<file path="config.mk">
export PLATFORM = sky130hd
export DESIGN_NAME = alu_seq
export DESIGN_NICKNAME = d
export VERILOG_FILES = /design/src/rtl/alu_seq.sv
export SDC_FILE = /design/constraint.sdc
export NUM_CORES = 1
export LEC_CHECK = 0
export CORE_UTILIZATION = 37
export CTS_BUF_LIST = sky130_fd_sc_hd__clkbuf_2 sky130_fd_sc_hd__clkbuf_4 sky130_fd_sc_hd__clkbuf_8
export DETAILED_ROUTE_END_ITERATION = 7
export PLACE_DENSITY = 0.63
export SLEW_MARGIN = 10
export SYNTH_ARGS = -nofsm -noshare
export SYNTH_HDL_FRONTEND = slang
export SYNTH_SLANG_ARGS = --single-unit
</file>
<file path="constraint.sdc">
create_clock -name CLK -period 4.7 [get_ports CLK]
set_clock_uncertainty 0.05 [all_clocks]
set_input_delay 0.705 -clock CLK [delete_from_list [all_inputs] [get_ports CLK]]
set_output_delay 0.705 -clock CLK [all_outputs]
set_load 0.01 [all_outputs]
</file>
<file path="src/rtl/alu_seq.sv">
// alu_seq: registered, handshaked ALU with iterative multiply/divide/modulo.
//
// Ports:
//   CLK        rising-edge clock
//   RST        synchronous, active-high reset
//   IN_VALID   operation presented this cycle
//   IN_READY   block can accept an operation (low while a multicycle op runs)
//   DATA_A     operand A
//   DATA_B     operand B / shift count (low SHAMT_W bits)
//   S_ALU      opcode
//   OUT_VALID  one-cycle pulse: ALU_OUT/FLAG_OUT updated this cycle
//   ALU_OUT    registered result
//   FLAG_OUT   registered {S,Z,C,V}
module alu_seq #(
  parameter int WIDTH   = 16,
  parameter int SHAMT_W = 4
) (
  input  logic             CLK,
  input  logic             RST,
  input  logic             IN_VALID,
  output logic             IN_READY,
  input  logic [WIDTH-1:0] DATA_A,
  input  logic [WIDTH-1:0] DATA_B,
  input  logic [3:0]       S_ALU,
  output logic             OUT_VALID,
  output logic [WIDTH-1:0] ALU_OUT,
  output logic [3:0]       FLAG_OUT
);

  localparam int CNT_W = SHAMT_W + 1;

  typedef enum logic {IDLE, BUSY} state_t;

  typedef enum logic [3:0] {
    OP_ADD = 4'b0000, OP_SUB = 4'b0001, OP_AND = 4'b0010, OP_OR  = 4'b0011,
    OP_XOR = 4'b0100, OP_MUL = 4'b0101, OP_DIV = 4'b0110, OP_MOD = 4'b0111,
    OP_SLL = 4'b1000, OP_ROL = 4'b1001, OP_SRL = 4'b1010, OP_SRA = 4'b1011,
    OP_NOP = 4'b1111
  } op_t;

  state_t             state, state_n;
  op_t                op, op_n;
  logic [CNT_W-1:0]   cnt, cnt_n;
  logic [WIDTH-1:0]   hi, hi_n, lo, lo_n, opnd, opnd_n;
  logic               out_valid_n;
  logic [WIDTH-1:0]   alu_out_n;
  logic [3:0]         flag_out_n;

  // Single-cycle datapath
  logic [WIDTH:0]     sc_sum;
  logic [WIDTH-1:0]   sc_res;
  logic               sc_c, sc_v, sc_multi, sc_nop;
  logic [SHAMT_W-1:0] sh, lidx, ridx;

  always_comb begin
    sh       = DATA_B[SHAMT_W-1:0];
    // Index of the last bit shifted out on left shifts / rotates (WIDTH-sh).
    lidx     = SHAMT_W'(WIDTH) - sh;
    ridx     = sh - SHAMT_W'(1);
    sc_sum   = '0;
    sc_res   = '0;
    sc_c     = 1'b0;
    sc_v     = 1'b0;
    sc_multi = 1'b0;
    sc_nop   = 1'b0;
    case (op_t'(S_ALU))
      OP_ADD: begin
        sc_sum = {1'b0, DATA_A} + {1'b0, DATA_B};
        sc_res = sc_sum[WIDTH-1:0];
        sc_c   = sc_sum[WIDTH];
        sc_v   = (DATA_A[WIDTH-1] == DATA_B[WIDTH-1]) && (sc_res[WIDTH-1] != DATA_A[WIDTH-1]);
      end
      OP_SUB: begin
        sc_sum = {1'b0, DATA_A} - {1'b0, DATA_B};
        sc_res = sc_sum[WIDTH-1:0];
        sc_c   = sc_sum[WIDTH];
        sc_v   = (DATA_A[WIDTH-1] != DATA_B[WIDTH-1]) && (sc_res[WIDTH-1] != DATA_A[WIDTH-1]);
      end
      OP_AND: sc_res = DATA_A & DATA_B;
      OP_OR:  sc_res = DATA_A | DATA_B;
      OP_XOR: sc_res = DATA_A ^ DATA_B;
      OP_SLL: begin
        sc_res = DATA_A << sh;
        sc_c   = (sh != '0) && DATA_A[lidx];
      end
      OP_ROL: begin
        sc_res = (DATA_A << sh) | (DATA_A >> (WIDTH - int'(sh)));
        sc_c   = (sh != '0) && DATA_A[lidx];
      end
      OP_SRL: begin
        sc_res = DATA_A >> sh;
        sc_c   = (sh != '0) && DATA_A[ridx];
      end
      OP_SRA: begin
        sc_res = $signed(DATA_A) >>> sh;
        sc_c   = (sh != '0) && DATA_A[ridx];
      end
      OP_MUL, OP_DIV, OP_MOD: sc_multi = 1'b1;
      default: sc_nop = 1'b1;
    endcase
  end

  // Iterative step. MUL keeps {hi,lo} as {partial product, remaining multiplier};
  // DIV/MOD keeps hi as the partial remainder and shifts quotient bits into lo.
  logic [WIDTH:0]   mul_sum, div_tmp;
  logic [WIDTH-1:0] div_diff, step_hi, step_lo;
  logic             div_ge;

  always_comb begin
    mul_sum  = {1'b0, hi} + (lo[0] ? {1'b0, opnd} : '0);
    div_tmp  = {hi, lo[WIDTH-1]};
    div_ge   = div_tmp >= {1'b0, opnd};
    // When div_ge holds the true difference is below opnd, so WIDTH bits suffice.
    div_diff = div_tmp[WIDTH-1:0] - opnd;
    if (op == OP_MUL) begin
      step_hi = mul_sum[WIDTH:1];
      step_lo = {mul_sum[0], lo[WIDTH-1:1]};
    end else begin
      step_hi = div_ge ? div_diff : div_tmp[WIDTH-1:0];
      step_lo = {lo[WIDTH-2:0], div_ge};
    end
  end

  // Next-state / output logic
  always_comb begin
    state_n     = state;
    op_n        = op;
    cnt_n       = cnt;
    hi_n        = hi;
    lo_n        = lo;
    opnd_n      = opnd;
    out_valid_n = 1'b0;
    alu_out_n   = ALU_OUT;
    flag_out_n  = FLAG_OUT;
    IN_READY    = (state == IDLE);
    case (state)
      IDLE: begin
        if (IN_VALID) begin
          if (sc_multi) begin
            state_n = BUSY;
            op_n    = op_t'(S_ALU);
            cnt_n   = CNT_W'(WIDTH);
            hi_n    = '0;
            lo_n    = DATA_A;
            opnd_n  = DATA_B;
          end else begin
            out_valid_n = 1'b1;
            if (sc_nop) begin
              alu_out_n = '0;
            end else begin
              alu_out_n  = sc_res;
              flag_out_n = {sc_res[WIDTH-1], sc_res == '0, sc_c, sc_v};
            end
          end
        end
      end
      BUSY: begin
        hi_n  = step_hi;
        lo_n  = step_lo;
        cnt_n = cnt - CNT_W'(1);
        // The last step is folded into the result register so the output
        // appears in the same cycle the counter would hit zero.
        if (cnt == CNT_W'(1)) begin
          state_n     = IDLE;
          out_valid_n = 1'b1;
          alu_out_n   = (op == OP_MOD) ? step_hi : step_lo;
          flag_out_n  = {alu_out_n[WIDTH-1], alu_out_n == '0,
                         (op == OP_MUL) && (step_hi != '0),
                         (op != OP_MUL) && (opnd == '0)};
        end
      end
      default: state_n = IDLE;
    endcase
  end

  always_ff @(posedge CLK) begin
    if (RST) begin
      state     <= IDLE;
      op        <= OP_NOP;
      cnt       <= '0;
      hi        <= '0;
      lo        <= '0;
      opnd      <= '0;
      OUT_VALID <= 1'b0;
      ALU_OUT   <= '0;
      FLAG_OUT  <= '0;
    end else begin
      state     <= state_n;
      op        <= op_n;
      cnt       <= cnt_n;
      hi        <= hi_n;
      lo        <= lo_n;
      opnd      <= opnd_n;
      OUT_VALID <= out_valid_n;
      ALU_OUT   <= alu_out_n;
      FLAG_OUT  <= flag_out_n;
    end
  end

endmodule

</file>
==> impl_metrics.yaml <==
outcome:
  status: "finished, final reports clean"
die:
  design.die.area_um2: 30000
  num_io_pins: 61
  dieHeight_um: 173
  core_area_um2: 28800
  floorplan.die.width_um: 173
  floorplan.initialDensity: 0.377
  placement_rows: 62
grt:
  grt_first_pass_wirelength_um: 68900
  via_count_of_the_first_global_routing_pass: 11116
  gr-total-overflow: 0
  pin_count_of_the_biggest_net_entering_global_routing: 75
  globalRouteTotalUtil: 0.297
  grt_antenna_before_repair: 2
logic_synthesis:
  syn-cell-area_um2: 10900
  synth_edf_count: 0
  synthesis.nets: 1600
  synth.avg_cell_area_um2: 7.37
  synth-main-ff-cell: "sky130_fd_sc_hd__dfxtp_1"
  asyncSetResetFlopFracSynth: 0
  syn_inst: 1473
  ys_types: 84
  synth_warnings: 0
  portion_of_the_post_synthesis_area_used_by_sequential_elements: 0.146
  ys_ff_latch: 79
setup_path:
  crit_path_start_kind: "input port"
  path_class: "in -> reg"
  cpMostUsedCell: "sky130_fd_sc_hd__a21oi_1"
  endpoint_arrival_time_on_the_critical_path_ns: 4.32
  worstSetupEndpointType: "flop"
  cp.required_ns: 4.96
  timing.critical_path.slowest_stage_cell: "sky130_fd_sc_hd__xnor2_1"
  timing.critical_path.cells: "buf_2 > inv_2 > ha_1 > xnor2_1 > buf_4 > a211o_1 > a21oi_1 > a2111oi_0 > and3_1 > nand4_1 > nor4_1 > a21oi_1 > nand2_1"
  cpPeakStageDelay_ns: 0.80
  worstPathMaxFanout: 10
sta:
  max_freq_mhz: 246
  slew-limit-headroom: 0.308
  setup_viol: 0
  timing.final.hold_violations: 0
  period_minus_slack_ns: 4.06
  unrepaired_setup_endpoints_after_global_routing: "false"
  totalNegativeSetupSlack_ns: 0
  final.period_utilization: 0.863
  worst-slew-pin-transition_ns: 1.04
  number_of_max_slew_violations_in_the_final_report: 0
cts:
  clock_tree_from_tritoncts: "built"
  holdBufCountCts: 0
  cts_post_setup_buffers_inserted: 0
  clock_insertion_delay_worst_skew_ns: 0.37
  cts_buffers: 9
  cts.root.buffer_cell: "sky130_fd_sc_hd__clkbuf_8"
  postCtsResizedCells: 0
  clock-sinks: 79
  clkSlewWorstSetupHoldPaths_ns: 0.08
  clock_tree.htree_level_count: 3
  cts.path.max_buffers: 2
power_and_ir_drop:
  power_switching_uw: 1240
  pwr-share-comb: 0.539
  worst_ir_drop_vdd_uv: 176
  power.sequential.fraction: 0.264
  pwr_density_cell_nw_per_um2: 230
  power.static_leakage_uw: 0.00496
  internal_power_summed_over_all_cells_uw: 1600
  clock_power_share: 0.197
  switching_share: 0.438
route:
  detail-route-antenna-nets: 0
  route.detailed.wl_per_inst_um: 23.8
  drc: 0
  wl_um: 45500
  detail_route.iter0.violations: 1457
  vias_per_cell: 6.34
  drt_pass1_iterations: 6
  routed-via-count: 12093
placement:
  place_inst: 1892
  port_buffers: 60
  detailed_place_hpwl_um: 35600
  globalplace.congestion: 1.04
cells_and_area:
  final_net_count: 1646
  drive_above_1_share: 0.127
  final_util: 0.430
  diodes: 0
  final-instance-count-excl-fill: 1908
  area.growth.synth_to_final_pct: 13.9
flow_run:
  maxCapViolations: 0
worst_hold_path:
  hold_path.class: "reg -> reg"
-- cells by family (layout without fill, tap and decap cells) --
kind of cell,after synthesis,count (layout),synth area share
compound gates,437,437,0.270
simple gates,532,532,0.237
xor+xnor,34,34,0.0274
flops,79,79,0.146
buf+inv,196,247,0.0703
fa+ha+maj,88,88,0.104
mux,107,107,0.146
-- critical path: cells and delay by family --
family	cells	cell delay, ns
AO/OA/AOI/OAI	4	1.02
AND/OR/NAND/NOR	4	0.85
XOR/XNOR	1	0.80
buffers and inverters	3	0.60
adder cells (fa/ha/maj)	1	0.33
-- cell usage after synthesis (all sizes together), types with 9 or more instances --
| master | count | area [um^2] |
|---|---|---|
| o22ai | 9 | 56.3 |
| a21oi | 131 | 656 |
| o31ai | 9 | 67.6 |
| nor2b | 16 | 100 |
| nand4 | 16 | 113 |
| nor4 | 17 | 106 |
| ha | 84 | 1050 |
| nor3 | 35 | 175 |
| buf | 27 | 129 |
| mux4 | 39 | 878 |
| a2111oi | 9 | 97.6 |
| a31oi | 14 | 87.6 |
| mux2 | 18 | 203 |
| clkbuf | 88 | 330 |
| nand3 | 34 | 170 |
| nor2 | 162 | 608 |
| dfxtp | 79 | 1580 |
| a211o | 10 | 87.6 |
| nand2 | 148 | 556 |
| o21ai | 63 | 319 |
| xor2 | 12 | 105 |
| and2 | 21 | 131 |
| nand2b | 11 | 68.8 |
| nor4b | 9 | 91.3 |
| or3 | 16 | 100 |
| inv | 81 | 304 |
| a211oi | 57 | 438 |
| a21o | 13 | 97.6 |
| xnor2 | 22 | 193 |
| and3 | 16 | 100 |
| mux2i | 50 | 500 |
| o211ai | 24 | 180 |
| a22oi | 14 | 105 |
-- layout make-up --
| class | instances | area, um^2 |
|---|---|---|
| Fill cell | 2979 | 16400 |
| Multi-Input combinational cell | 1198 | 8530 |
| Sequential cell | 79 | 1580 |
| Timing Repair Buffer | 150 | 1260 |
| Tap cell | 384 | 480 |
| Inverter | 81 | 304 |
| Clock buffer | 11 | 151 |
| Clock inverter | 5 | 63.8 |
-- worst paths after layout --
path,slack [ns],cells past startpoint,from,end
worst max-delay path,0.64,13,DATA_B[0],FLAG_OUT[2]$_SDFFE_PP0P_
worst min-delay path,0.41,1,op[2]$_SDFFE_PP1P_,op[2]$_SDFFE_PP1P_
worst max register to register,0.69,14,opnd[0]$_SDFFE_PP0P_,FLAG_OUT[1]$_SDFFE_PP0P_
worst min register to register,0.41,1,op[2]$_SDFFE_PP1P_,op[2]$_SDFFE_PP1P_
-- metal layers --
metal  track usage  share of wire  wire length [um]  up-vias
li1              -              -                 -     5526
met1         0.407           0.43             19400     5797
met2         0.460           0.44             20100      651
met3        0.0432          0.085              3870      117
met4         0.133          0.047              2120        2
met5             0        0.00018                 8        -
-- flip-flops by register name, indices dropped and copies added, names as in the netlist --
register	cells
ALU_OUT	16
FLAG_OUT	4
OUT_VALID	1
cnt	5
hi	16
lo	16
op	4
opnd	16
state	1
-- power by group through the flow --
stage               sequential (uW)  combinational, uW  clock (uW)
finish                          749               1530         560
floorplan                       754                973           0
detailed placement              763               1490           0
global placement                763               1490           0
global route                    754               1630         589
CTS                             748               1500         563
-- through the flow --
step	hold WS, ns	instance area [um^2]	total power [uW]	setup slack, ns
finish	0.412	12400	2840	0.643
global placement	0.384	12100	2260	0.414
global route	0.434	12400	2970	0.380
CTS	0.409	12400	2810	0.695
detailed placement	0.389	12100	2260	0.391
floorplan	0.366	10900	1730	0.586
-- layout by cell type, fill, tap and decap left out, types with 16 or more instances in the layout --
cell | synthesis | layout
sky130_fd_sc_hd__or3_1 | 16 | 16
sky130_fd_sc_hd__ha_1 | 84 | 84
sky130_fd_sc_hd__and2_1 | 21 | 21
sky130_fd_sc_hd__nor4_1 | 17 | 17
sky130_fd_sc_hd__nand2_1 | 148 | 148
sky130_fd_sc_hd__nor2b_1 | 16 | 16
sky130_fd_sc_hd__nor3_1 | 35 | 35
sky130_fd_sc_hd__mux4_2 | 39 | 39
sky130_fd_sc_hd__buf_4 | 1 | 90
sky130_fd_sc_hd__mux2i_1 | 50 | 50
sky130_fd_sc_hd__a21oi_1 | 131 | 131
sky130_fd_sc_hd__o211ai_1 | 24 | 24
sky130_fd_sc_hd__nand3_1 | 34 | 34
sky130_fd_sc_hd__nor2_1 | 162 | 161
sky130_fd_sc_hd__xnor2_1 | 22 | 22
sky130_fd_sc_hd__mux2_2 | 18 | 18
sky130_fd_sc_hd__o21ai_0 | 57 | 57
sky130_fd_sc_hd__inv_1 | 79 | 79
sky130_fd_sc_hd__a211oi_1 | 55 | 55
sky130_fd_sc_hd__and3_1 | 16 | 16
sky130_fd_sc_hd__clkdlybuf4s50_1 | 0 | 56
sky130_fd_sc_hd__dfxtp_1 | 79 | 78
(Power assumes the default switching activity.)
